`src/rtl/fd_de_pipe.sv`:
```
// Front-end pipeline registers (PC, F/D, D/E) for the 5-stage MIPS core, plus a saturating stall counter.
// Latency: F_PC instruction reaches D_Instr after 1 cycle and E_Instr after 2; all outputs are registered.
// Backpressure: Stall freezes PC and F/D and loads a bubble (all zeros) into D/E; redirects wait for a non-stall cycle.
//
// Ports:
//   clk, reset             rising-edge clock, asynchronous active-high reset
//   Stall                  hazard-unit freeze request
//   F_Instr                instruction memory data for F_PC
//   D_Redirect, D_NPC      taken branch / jump from D and its target
//   D_RD1, D_RD2, D_Imm32  D-stage operands and extended immediate
//   D_WriteReg, D_RegWrite D-stage destination register and write enable
//   F_PC                   fetch address
//   D_Instr, D_PC          F/D register contents
//   E_*                    D/E register contents
//   StallCnt               stalled cycles since reset, saturating
module fd_de_pipe #(
    parameter logic [31:0] PC_RESET = 32'h0000_3000,
    parameter int          CNT_W    = 16
) (
    input  logic             clk,
    input  logic             reset,
    input  logic             Stall,
    input  logic [31:0]      F_Instr,
    input  logic             D_Redirect,
    input  logic [31:0]      D_NPC,
    input  logic [31:0]      D_RD1,
    input  logic [31:0]      D_RD2,
    input  logic [31:0]      D_Imm32,
    input  logic [4:0]       D_WriteReg,
    input  logic             D_RegWrite,
    output logic [31:0]      F_PC,
    output logic [31:0]      D_Instr,
    output logic [31:0]      D_PC,
    output logic [31:0]      E_Instr,
    output logic [31:0]      E_PC,
    output logic [31:0]      E_RD1,
    output logic [31:0]      E_RD2,
    output logic [31:0]      E_Imm32,
    output logic [4:0]       E_WriteReg,
    output logic             E_RegWrite,
    output logic [CNT_W-1:0] StallCnt
);

    // Redirect targets are forced word-aligned; PC+4 wraps naturally at 32 bits.
    logic [31:0] pc_next;
    always_comb begin
        pc_next = F_PC + 32'd4;
        if (D_Redirect)
            pc_next = {D_NPC[31:2], 2'b00};
    end

    // PC and F/D: held on stall. The delay-slot instruction already in F is
    // never flushed, so a redirect only changes what is fetched next.
    always_ff @(posedge clk or posedge reset) begin
        if (reset) begin
            F_PC    <= PC_RESET;
            D_Instr <= 32'd0;
            D_PC    <= 32'd0;
        end else if (!Stall) begin
            F_PC    <= pc_next;
            D_Instr <= F_Instr;
            D_PC    <= F_PC;
        end
    end

    // D/E: a stall inserts an all-zero bubble (sll $0,$0,0 with no write).
    // Writes targeting $0 are suppressed here so E never carries one.
    always_ff @(posedge clk or posedge reset) begin
        if (reset) begin
            E_Instr    <= 32'd0;
            E_PC       <= 32'd0;
            E_RD1      <= 32'd0;
            E_RD2      <= 32'd0;
            E_Imm32    <= 32'd0;
            E_WriteReg <= 5'd0;
            E_RegWrite <= 1'b0;
        end else if (Stall) begin
            E_Instr    <= 32'd0;
            E_PC       <= 32'd0;
            E_RD1      <= 32'd0;
            E_RD2      <= 32'd0;
            E_Imm32    <= 32'd0;
            E_WriteReg <= 5'd0;
            E_RegWrite <= 1'b0;
        end else begin
            E_Instr    <= D_Instr;
            E_PC       <= D_PC;
            E_RD1      <= D_RD1;
            E_RD2      <= D_RD2;
            E_Imm32    <= D_Imm32;
            E_WriteReg <= D_WriteReg;
            E_RegWrite <= D_RegWrite && (D_WriteReg != 5'd0);
        end
    end

    // Stall-cycle counter sticks at all-ones rather than wrapping.
    always_ff @(posedge clk or posedge reset) begin
        if (reset)
            StallCnt <= '0;
        else if (Stall && (StallCnt != {CNT_W{1'b1}}))
            StallCnt <= StallCnt + CNT_W'(1);
    end

endmodule

```
`config.mk`:
```
export PLATFORM = sky130hd
export DESIGN_NAME = fd_de_pipe
export DESIGN_NICKNAME = d
export VERILOG_FILES = /design/src/rtl/fd_de_pipe.sv
export SDC_FILE = /design/constraint.sdc
export NUM_CORES = 1
export LEC_CHECK = 0
export CAP_MARGIN = 20
export CORE_AREA = 2 2 172 174
export DETAILED_ROUTE_END_ITERATION = 7
export DIE_AREA = 0 0 174 176
export PLACE_DENSITY = 0.75
export SLEW_MARGIN = 20
export SYNTH_ARGS = -nofsm -noshare
export SYNTH_HDL_FRONTEND = slang
export SYNTH_SLANG_ARGS = --single-unit
```
`constraint.sdc`:
```
create_clock -name clk -period 9.15 [get_ports clk]
set_clock_uncertainty 0.05 [all_clocks]
set_input_delay 1.3725 -clock clk [delete_from_list [all_inputs] [get_ports clk]]
set_output_delay 1.3725 -clock clk [all_outputs]
set_load 0.005 [all_outputs]
```
Word-level counts from Yosys, hierarchy flattened
Index checks and enable logic that the tools add are counted.

Register bits after elaboration: 278. Latch bits: 0. RAM bits: 0. Memory bits (read-only): 0. Memories kept: 0.

Add/sub/neg operators: 2. $mul: 0. Div/mod/pow operators: 0. Order comparisons: 0. Equal/unequal tests: 1. Shift-type cells: 0. Multiplexer cells: 8. Bitwise logic cells: 0. Reductions and logical operators: 3.

Operators by type and width (number): 2-to-1 mux 32 bit (6); adder 32 x 3 -> 32 bit, second input constant (1); adder 16 x 1 -> 16 bit, second input constant (1); inequality test 16 bit, second input constant (1); 2-to-1 mux 5 bit (1); nonzero test 5 bit (1); logical AND 1 bit (2); 2-to-1 mux 1 bit (1).

Logic depth before layout (Yosys ltp)
Gate-level depths: netlist (run 1).

Depth in word-level cells: 3. Gate-level depth with buffers: 6. Gate-level depth less buffers: 6.

Worst setup path after synthesis (run 1)
No wires, ideal clock.

Path type: input -> register. Start: in Stall. End: reg StallCnt[12]. Data arrival time: 2.503 ns. Required time: 8.976 ns. Slack: 6.473 ns. Stages on the path: 5. Buffers on the path: 1. Cells stage by stage: buf_2 clkinv_1 nor4b_1 nand3_1 xnor2_1.

Word-level cells in the longest chain between the ends: 1.

Ends and longest elaborated chain: from (decl) (line 22) `input logic Stall,`; logical AND 1 bit (line 100) `else if (Stall && (StallCnt != {CNT_W{1'b1}}))`; to (signal assigned) (line 101) `StallCnt <= StallCnt + CNT_W'(1);`; to (decl) (line 41) `output logic [CNT_W-1:0] StallCnt`.

No other way between the ends. A chain may end at the register's enable or synchronous reset.

Worst setup path after layout (run 1)
Start: in Stall. End: reg D_PC[27].

RTL lines: to (signal assigned) (line 58) `D_PC <= 32'd0;`; to (signal assigned) (line 62) `D_PC <= F_PC;`; to (decl) (line 33) `output logic [31:0] D_PC,`.

No word-level cell between the ends.

==> flow_metrics.py, run 1 <==
metrics = {
    "status": {
        "run_status": "completed",
    },
    "floorplan": {
        "start_util_pct": 35.80,
        "die_w_microns": 174,
        "core-area_sq_um": 28550,
        "fp.dieH_microns": 176,
        "fp-row-count": 62,
        "design.die.area_sq_um": 30620,
        "io_pins": 448,
    },
    "power": {
        "p_sw_share_pct": 24.71,
        "p_sw_mw": 0.7692,
        "p_comb_share_pct": 18.0,
        "pwr-share-clk_pct": 36.1,
        "pwr_density_cell_nw_per_um2": 195.8,
        "internal-power_mw": 2.343,
        "p_leak_nw": 6.653,
        "seqPwrFrac_pct": 45.9,
        "ir_drop_v": 0.0001229,
    },
    "global_route": {
        "antenna_found_initial": 0,
        "grt_max_degree": 141,
        "grt_pass1_vias": 7929,
        "grt_pass1_wl_mm": 45.74,
        "grtUsageTotal_pct": 18.91,
        "grt_remaining_overflow": 0,
    },
    "timing": {
        "hold_viol_final": 0,
        "slew-limit-headroom_pct": 35.43,
        "max_freq_mhz": 286.8,
        "period_share_pct": 38.11,
        "tightest_slew_ns": 0.9685,
        "finalCriticalPeriod_ns": 3.487,
        "drv_slew": 0,
        "rsz0062_at_grt": "false",
        "tns_ns": 0,
        "setup_viol": 0,
    },
    "critical_path": {
        "crit_path_start": "Stall",
        "cp_data_arrival_time_ns": 3.87,
        "worst-endpoint-required_ns": 9.53,
        "path_class": "in -> reg",
        "reg2reg_from": "F_PC[3]",
        "end_kind": "register",
        "startpoint_type": "primary input",
        "r2r_end": "F_PC[30]",
        "rr_worst_depth": 6,
        "critPathMaxFanout": 104,
        "reg2reg_slack_ns": 6.83,
    },
    "yosys": {
        "netlist_instances": 786,
        "yosys-top-cells-area": "dfrtp_1, nor2b_1, mux2_2, o21ai_0, clkbuf_1",
        "synth_edf_count": 0,
        "async_flop_share_pct": 100.0,
        "synth-seq-cells": 273,
        "synth_cell_type_count": 57,
        "synth.avg_cell_area_sq_um": 13.00,
        "synth_top_area_cell": "dfrtp_1",
        "synthesis.area_sq_um": 10220,
        "seq_area_frac_synth_pct": 66.87,
        "synth_ff_type": "dfrtp_1",
        "yosys_warnings": 0,
        "yosys.area.top_type_share_pct": 66.36,
    },
    "route": {
        "drtIter0Drc": 383,
        "viasPerCell": 4.672,
        "drc_errors": 0,
        "drt_wl_total_mm": 29.51,
        "first_pass_iters": 4,
        "antenna_left": 0,
        "wire_per_inst_microns": 18.13,
        "num_vias": 7602,
    },
    "job": {
        "maxCapViolations": 0,
    },
    "place": {
        "place_inst": 1573,
        "dpl.hpwl_mm": 20.95,
        "gp_congestion": 0.8294,
        "post_dp_cell_area_sq_um": 14980,
        "numPortBuffers": 441,
    },
    "cts": {
        "postCtsSetupBuffers": 0,
        "h-tree-depth": 1,
        "cts_tree": "done",
        "cts_sinks": 273,
        "ctsResizeCount": 0,
        "clockRootBuffer": "clkbuf_16",
        "hold_buffers": 0,
        "clkTransAtPathRegs_ns": 0.06,
        "clockBufferDepth": 3,
        "cts_buffers": 30,
        "clk_latency_ns": 0.55,
    },
    "worst_hold_path": {
        "holdPathStages": 1,
        "hold_start": "StallCnt[15]",
        "holdCritPathClass": "reg -> reg",
        "whs_endpoint": "StallCnt[15]",
    },
    "cells_and_area": {
        "syn_to_final_growth_pct": 55.52,
        "drive_gt1_share_pct": 9.662,
        "fin_area_sq_um": 15890,
        "fin_nets": 1393,
        "final_core_util_pct": 55.68,
        "finalNonFillerCells": 1627,
    },
}
-- layout make-up --
| class | instances | area [sq um] |
|---|---|---|
| sequential | 273 | 6834 |
| timing repair buffer | 445 | 4461 |
| clock inverter | 4 | 25.02 |
| clock buffer | 49 | 883.3 |
| fill | 2395 | 12650 |
| multi-input combinational | 464 | 3174 |
| inverter | 7 | 33.78 |
| antenna | 1 | 2.502 |
| tap | 384 | 480.5 |
-- how the worst max path moves through the flow --
stage             endpoint  depth (start not counted)
2_1_floorplan   D_Instr[0]                          1
3_3_place_gp   D_Instr[13]                          4
3_5_place_dp   D_Instr[15]                          4
4_1_cts        D_Instr[15]                          4
5_1_grt        D_Instr[15]                          4
6_report          D_PC[27]                          4
-- through the flow --
stage               total power, mW  worst slack (ns)  hold WS (ns)
floorplan                     1.622            0.2071        0.4310
finish                        3.112             5.663        0.4440
detailed placement            2.020             4.819        0.4363
global route                  3.261             5.472        0.4597
CTS                           3.157             5.396        0.4485
global placement              2.005             4.851        0.4259
-- routing by layer --
layer	vias up	global-route usage, %	wire length [microns]
met3	57	5.556	2399
li1	3515	-	-
met2	330	33.38	14860
met1	3700	22.40	11460
met5	-	0	0
met4	0	5.567	785
-- registers in the layout, indices dropped and copies added, names as in the netlist --
register and cells:
D_Instr 32, E_RD2 32, E_Instr 32, StallCnt 16, E_WriteReg 5, E_RD1 32
E_PC 31, E_Imm32 32, F_PC 30, D_PC 30, E_RegWrite 1
-- cells in the final DEF, fill, tap and decap left out, types with 12 or more instances in the layout --
cell,instances
clkbuf_16,31
a21oi_1,14
a22oi_1,12
nand3_1,18
mux2_2,60
clkdlybuf4s50_1,439
nor2_1,24
nor2b_1,169
dfrtp_1,271
nand2_1,26
clkbuf_1,14
o21ai_0,31
-- critical path: stages --
cell and delay, ns:
buf_8 0.37, buf_6 0.68, buf_4 0.78, mux2_2 0.42
-- cells by family (layout without fill, tap and decap cells) --
logic type / after synthesis / after routing / share of synthesized area (%)
other cells: 1 / 6 / 0.03669
xor+xnor: 11 / 11 / 0.9428
flops: 273 / 273 / 66.87
buf+inv: 53 / 505 / 2.240
compound gates: 84 / 84 / 5.216
fa+ha+maj: 2 / 2 / 0.2448
mux: 64 / 64 / 7.003
simple gates: 298 / 298 / 17.45
-- power groups by stage --
stage                     registers (mW)  clock network, mW  logic, mW
after global placement              1.45                  0      0.558
after floorplan                     1.44                  0      0.181
after CTS                           1.43               1.15      0.571
final                               1.43               1.12      0.559
after global routing                1.45               1.20      0.605
after detailed placement            1.45                  0      0.567
-- synthesized netlist by cell type, types with 2 or more instances --
cell type	instances
and2_1	2
xnor2_1	9
a22o_1	2
nand3b_1	4
o21ai_0	31
dfstp_2	2
a31oi_1	7
xor2_1	2
mux2i_1	4
nand3_1	18
or4_1	5
clkbuf_1	28
and3_1	7
a211o_1	2
a41oi_1	2
ha_1	2
nor4b_1	2
nand4_1	11
dfrtp_1	271
a22oi_1	12
nor4_1	3
a21oi_1	14
nor2_1	24
mux2_2	60
buf_2	2
o32ai_1	2
inv_1	6
buf_4	5
nor3_1	9
a32oi_1	2
buf_1	9
or3_1	4
a311oi_1	3
nand3_2	3
nand2_1	26
nor2b_1	170
Note: power is estimated with default switching activity, not from simulation.
==> inputs of run 2 (changes only) <==
--- a/config.mk
+++ b/config.mk
@@ -6,10 +6,10 @@
 export NUM_CORES = 1
 export LEC_CHECK = 0
 export CAP_MARGIN = 20
-export CORE_AREA = 2 2 172 174
+export CORE_AREA = 2 2 174 176
 export DETAILED_ROUTE_END_ITERATION = 7
-export DIE_AREA = 0 0 174 176
-export PLACE_DENSITY = 0.75
+export DIE_AREA = 0 0 176 178
+export PLACE_DENSITY = 0.71
 export SLEW_MARGIN = 20
 export SYNTH_ARGS = -nofsm -noshare
 export SYNTH_HDL_FRONTEND = slang
==> constraint.sdc (replaced) <==
create_clock -name clk -period 3.3 [get_ports clk]
set_clock_uncertainty 0.05 [all_clocks]
set_input_delay 0.495 -clock clk [delete_from_list [all_inputs] [get_ports clk]]
set_output_delay 0.495 -clock clk [all_outputs]
set_load 0.005 [all_outputs]
==> run 2 against run 1 <==
Wire length decreased by 0.69%. Clock-buffer cell count decreased by 8. Flip-flop and latch count is the same. First-iteration DRC count grew 21%.
==> flow_metrics.py, run 2 (synthesized netlist as in run 1, its figures left out) <==
metrics = {
    "route": {
        "wl_met1_mm": 11.21,
        "highest_layer": "met4",
        "drt_wl_total_mm": 29.30,
        "met2_length_mm": 14.41,
        "first_pass_iters": 4,
        "antenna_left": 0,
        "drtIter0Drc": 465,
        "viasPerCell": 4.644,
        "drc_errors": 0,
        "wl_met3_mm": 2.934,
        "wire_per_inst_microns": 17.87,
        "num_vias": 7616,
    },
    "cells_and_area": {
        "syn_to_final_growth_pct": 57.27,
        "final_cell_mix": "clkdlybuf4s50_1, dfrtp_1, nor2b_1",
        "fin_nets": 1402,
        "regArea_sq_um": 6834,
        "drive_gt1_share_pct": 10.65,
        "multiInputGateArea_sq_um": 3172,
        "fillers": 2437,
        "fin_area_sq_um": 16070,
        "final_common_cell": "clkdlybuf4s50_1",
    },
    "floorplan": {
        "io_pins": 448,
        "design.die.area_sq_um": 31330,
        "start_util_pct": 34.76,
        "die_w_microns": 176,
        "fp.dieH_microns": 178,
        "fp-row-count": 63,
        "core-area_sq_um": 29400,
    },
    "critical_path": {
        "crit_buf_inv": 0,
        "cp_data_arrival_time_ns": 2.73,
        "rr_worst_depth": 6,
        "startpoint_type": "register",
        "critical_path.slowest_cell": "nor4_4",
        "cp_cell_sequence": "ha_1 > nand3_1 > nor4_4 > nand2b_2 > or4_1 > nand3_1",
        "reg2reg_slack_ns": 0.99,
        "end_kind": "register",
        "reg2reg_from": "F_PC[2]",
        "critPathTopFamily": "simple AND/OR/NAND/NOR gates",
        "critPathMaxStageDelay_ns": 0.53,
        "crit_path_frequent_cell": "nand3_1",
        "worst-endpoint-required_ns": 3.72,
        "critPathMaxFanout": 9,
        "r2r_end": "F_PC[18]",
        "path_class": "reg -> reg",
    },
    "place": {
        "dpl_worst_slack_ns": 1.023,
        "post_dp_cell_area_sq_um": 15070,
        "numPortBuffers": 441,
        "dpl.hpwl_mm": 21.40,
        "gp_congestion": 0.7951,
    },
    "worst_hold_path": {
        "hold_start": "Stall",
        "holdCritPathClass": "in -> reg",
        "whs_endpoint": "E_Instr[31]",
        "holdPathStages": 2,
    },
    "timing": {
        "tns_ns": 0,
        "rsz0062_at_grt": "false",
        "tightest_slew_ns": 0.9432,
        "period_share_pct": 70.03,
        "setup_viol": 0,
        "fin_ws_ns": 0.9890,
        "hold_viol_final": 0,
        "max_freq_mhz": 432.7,
        "drv_slew": 0,
        "hold_ws_ns": 0.2707,
        "finalCriticalPeriod_ns": 2.311,
        "slew-limit-headroom_pct": 37.12,
    },
    "cts": {
        "postCtsSetupBuffers": 0,
        "cts_buffers": 30,
        "clkTransAtPathRegs_ns": 0.06,
        "cts_tree": "done",
        "clk_latency_ns": 0.55,
        "cts_sinks": 273,
        "clockRootBuffer": "clkbuf_16",
        "hold_buffers": 0,
        "h-tree-depth": 1,
        "ctsResizeCount": 0,
        "clockBufferDepth": 3,
    },
    "power": {
        "ir_drop_v": 0.0004044,
        "p_leak_nw": 6.755,
        "pwr_density_cell_nw_per_um2": 555.2,
    },
    "global_route": {
        "grt_pass1_vias": 7687,
        "grt_pass1_wl_mm": 44.67,
        "grt_max_degree": 92,
        "grt_remaining_overflow": 0,
        "grtUsageTotal_pct": 18.29,
        "antenna_found_initial": 1,
    },
    "job": {
        "maxCapViolations": 0,
    },
    "status": {
        "run_status": "completed",
    },
}
run 2: cell count changes in the layout (fill, tap and decap cells not counted), sizes merged:
cell      before  now
buf            6   15
bufinv         0    4
clkbuf        49   41
clkinv         3    7
clkinvlp       2    1
inv            6    5
run 2: cell type report:
| class | instances | share of cell area [%] |
|---|---|---|
| antenna | 1 | 0.01557 |
| clock buffer | 41 | 5.247 |
| clock inverter | 10 | 0.9575 |
| inverter | 7 | 0.1868 |
| multi-input combinational | 464 | 19.73 |
| sequential | 273 | 42.52 |
| tap | 390 | 3.036 |
| timing repair buffer | 454 | 28.30 |
run 2: how the worst max path moves through the flow:
| stage | cells past startpoint | endpoint | slack (ns) | from |
|---|---|---|---|---|
| floorplan | 1 | D_Instr[0] | -0.85 | reset |
| finish | 6 | F_PC[18] | 0.99 | F_PC[2] |
| detailed placement | 6 | F_PC[18] | 1.02 | F_PC[2] |
| global placement | 6 | F_PC[18] | 1.05 | F_PC[2] |
| global route | 6 | F_PC[28] | 0.85 | F_PC[2] |
| CTS | 6 | F_PC[18] | 0.99 | F_PC[2] |
run 2: per-layer routing:
layer  track usage, %  vias up
met5                0        -
met4            4.855        0
met3            6.735       42
met2            31.76      348
met1            21.43     3689
li1                 -     3537
run 2: per-stage QoR:
stage	util (%)	power, mW	std cells
after floorplan	-	4.499	790
after global routing	54.67	9.343	1640
final	54.67	8.924	1640
after detailed placement	51.27	5.625	1588
after CTS	54.66	9.047	1639
after global placement	51.27	5.593	1588
run 2: report_power, final:
group | internal, mW | total [mW] | leakage, nW | switching [mW]
registers | 3.69 | 3.96 | 3.42 | 0.267
logic | 1.01 | 1.58 | 2.84 | 0.570
clock network | 2.08 | 3.38 | 0.492 | 1.30
total | 6.78 | 8.92 | 6.76 | 2.14
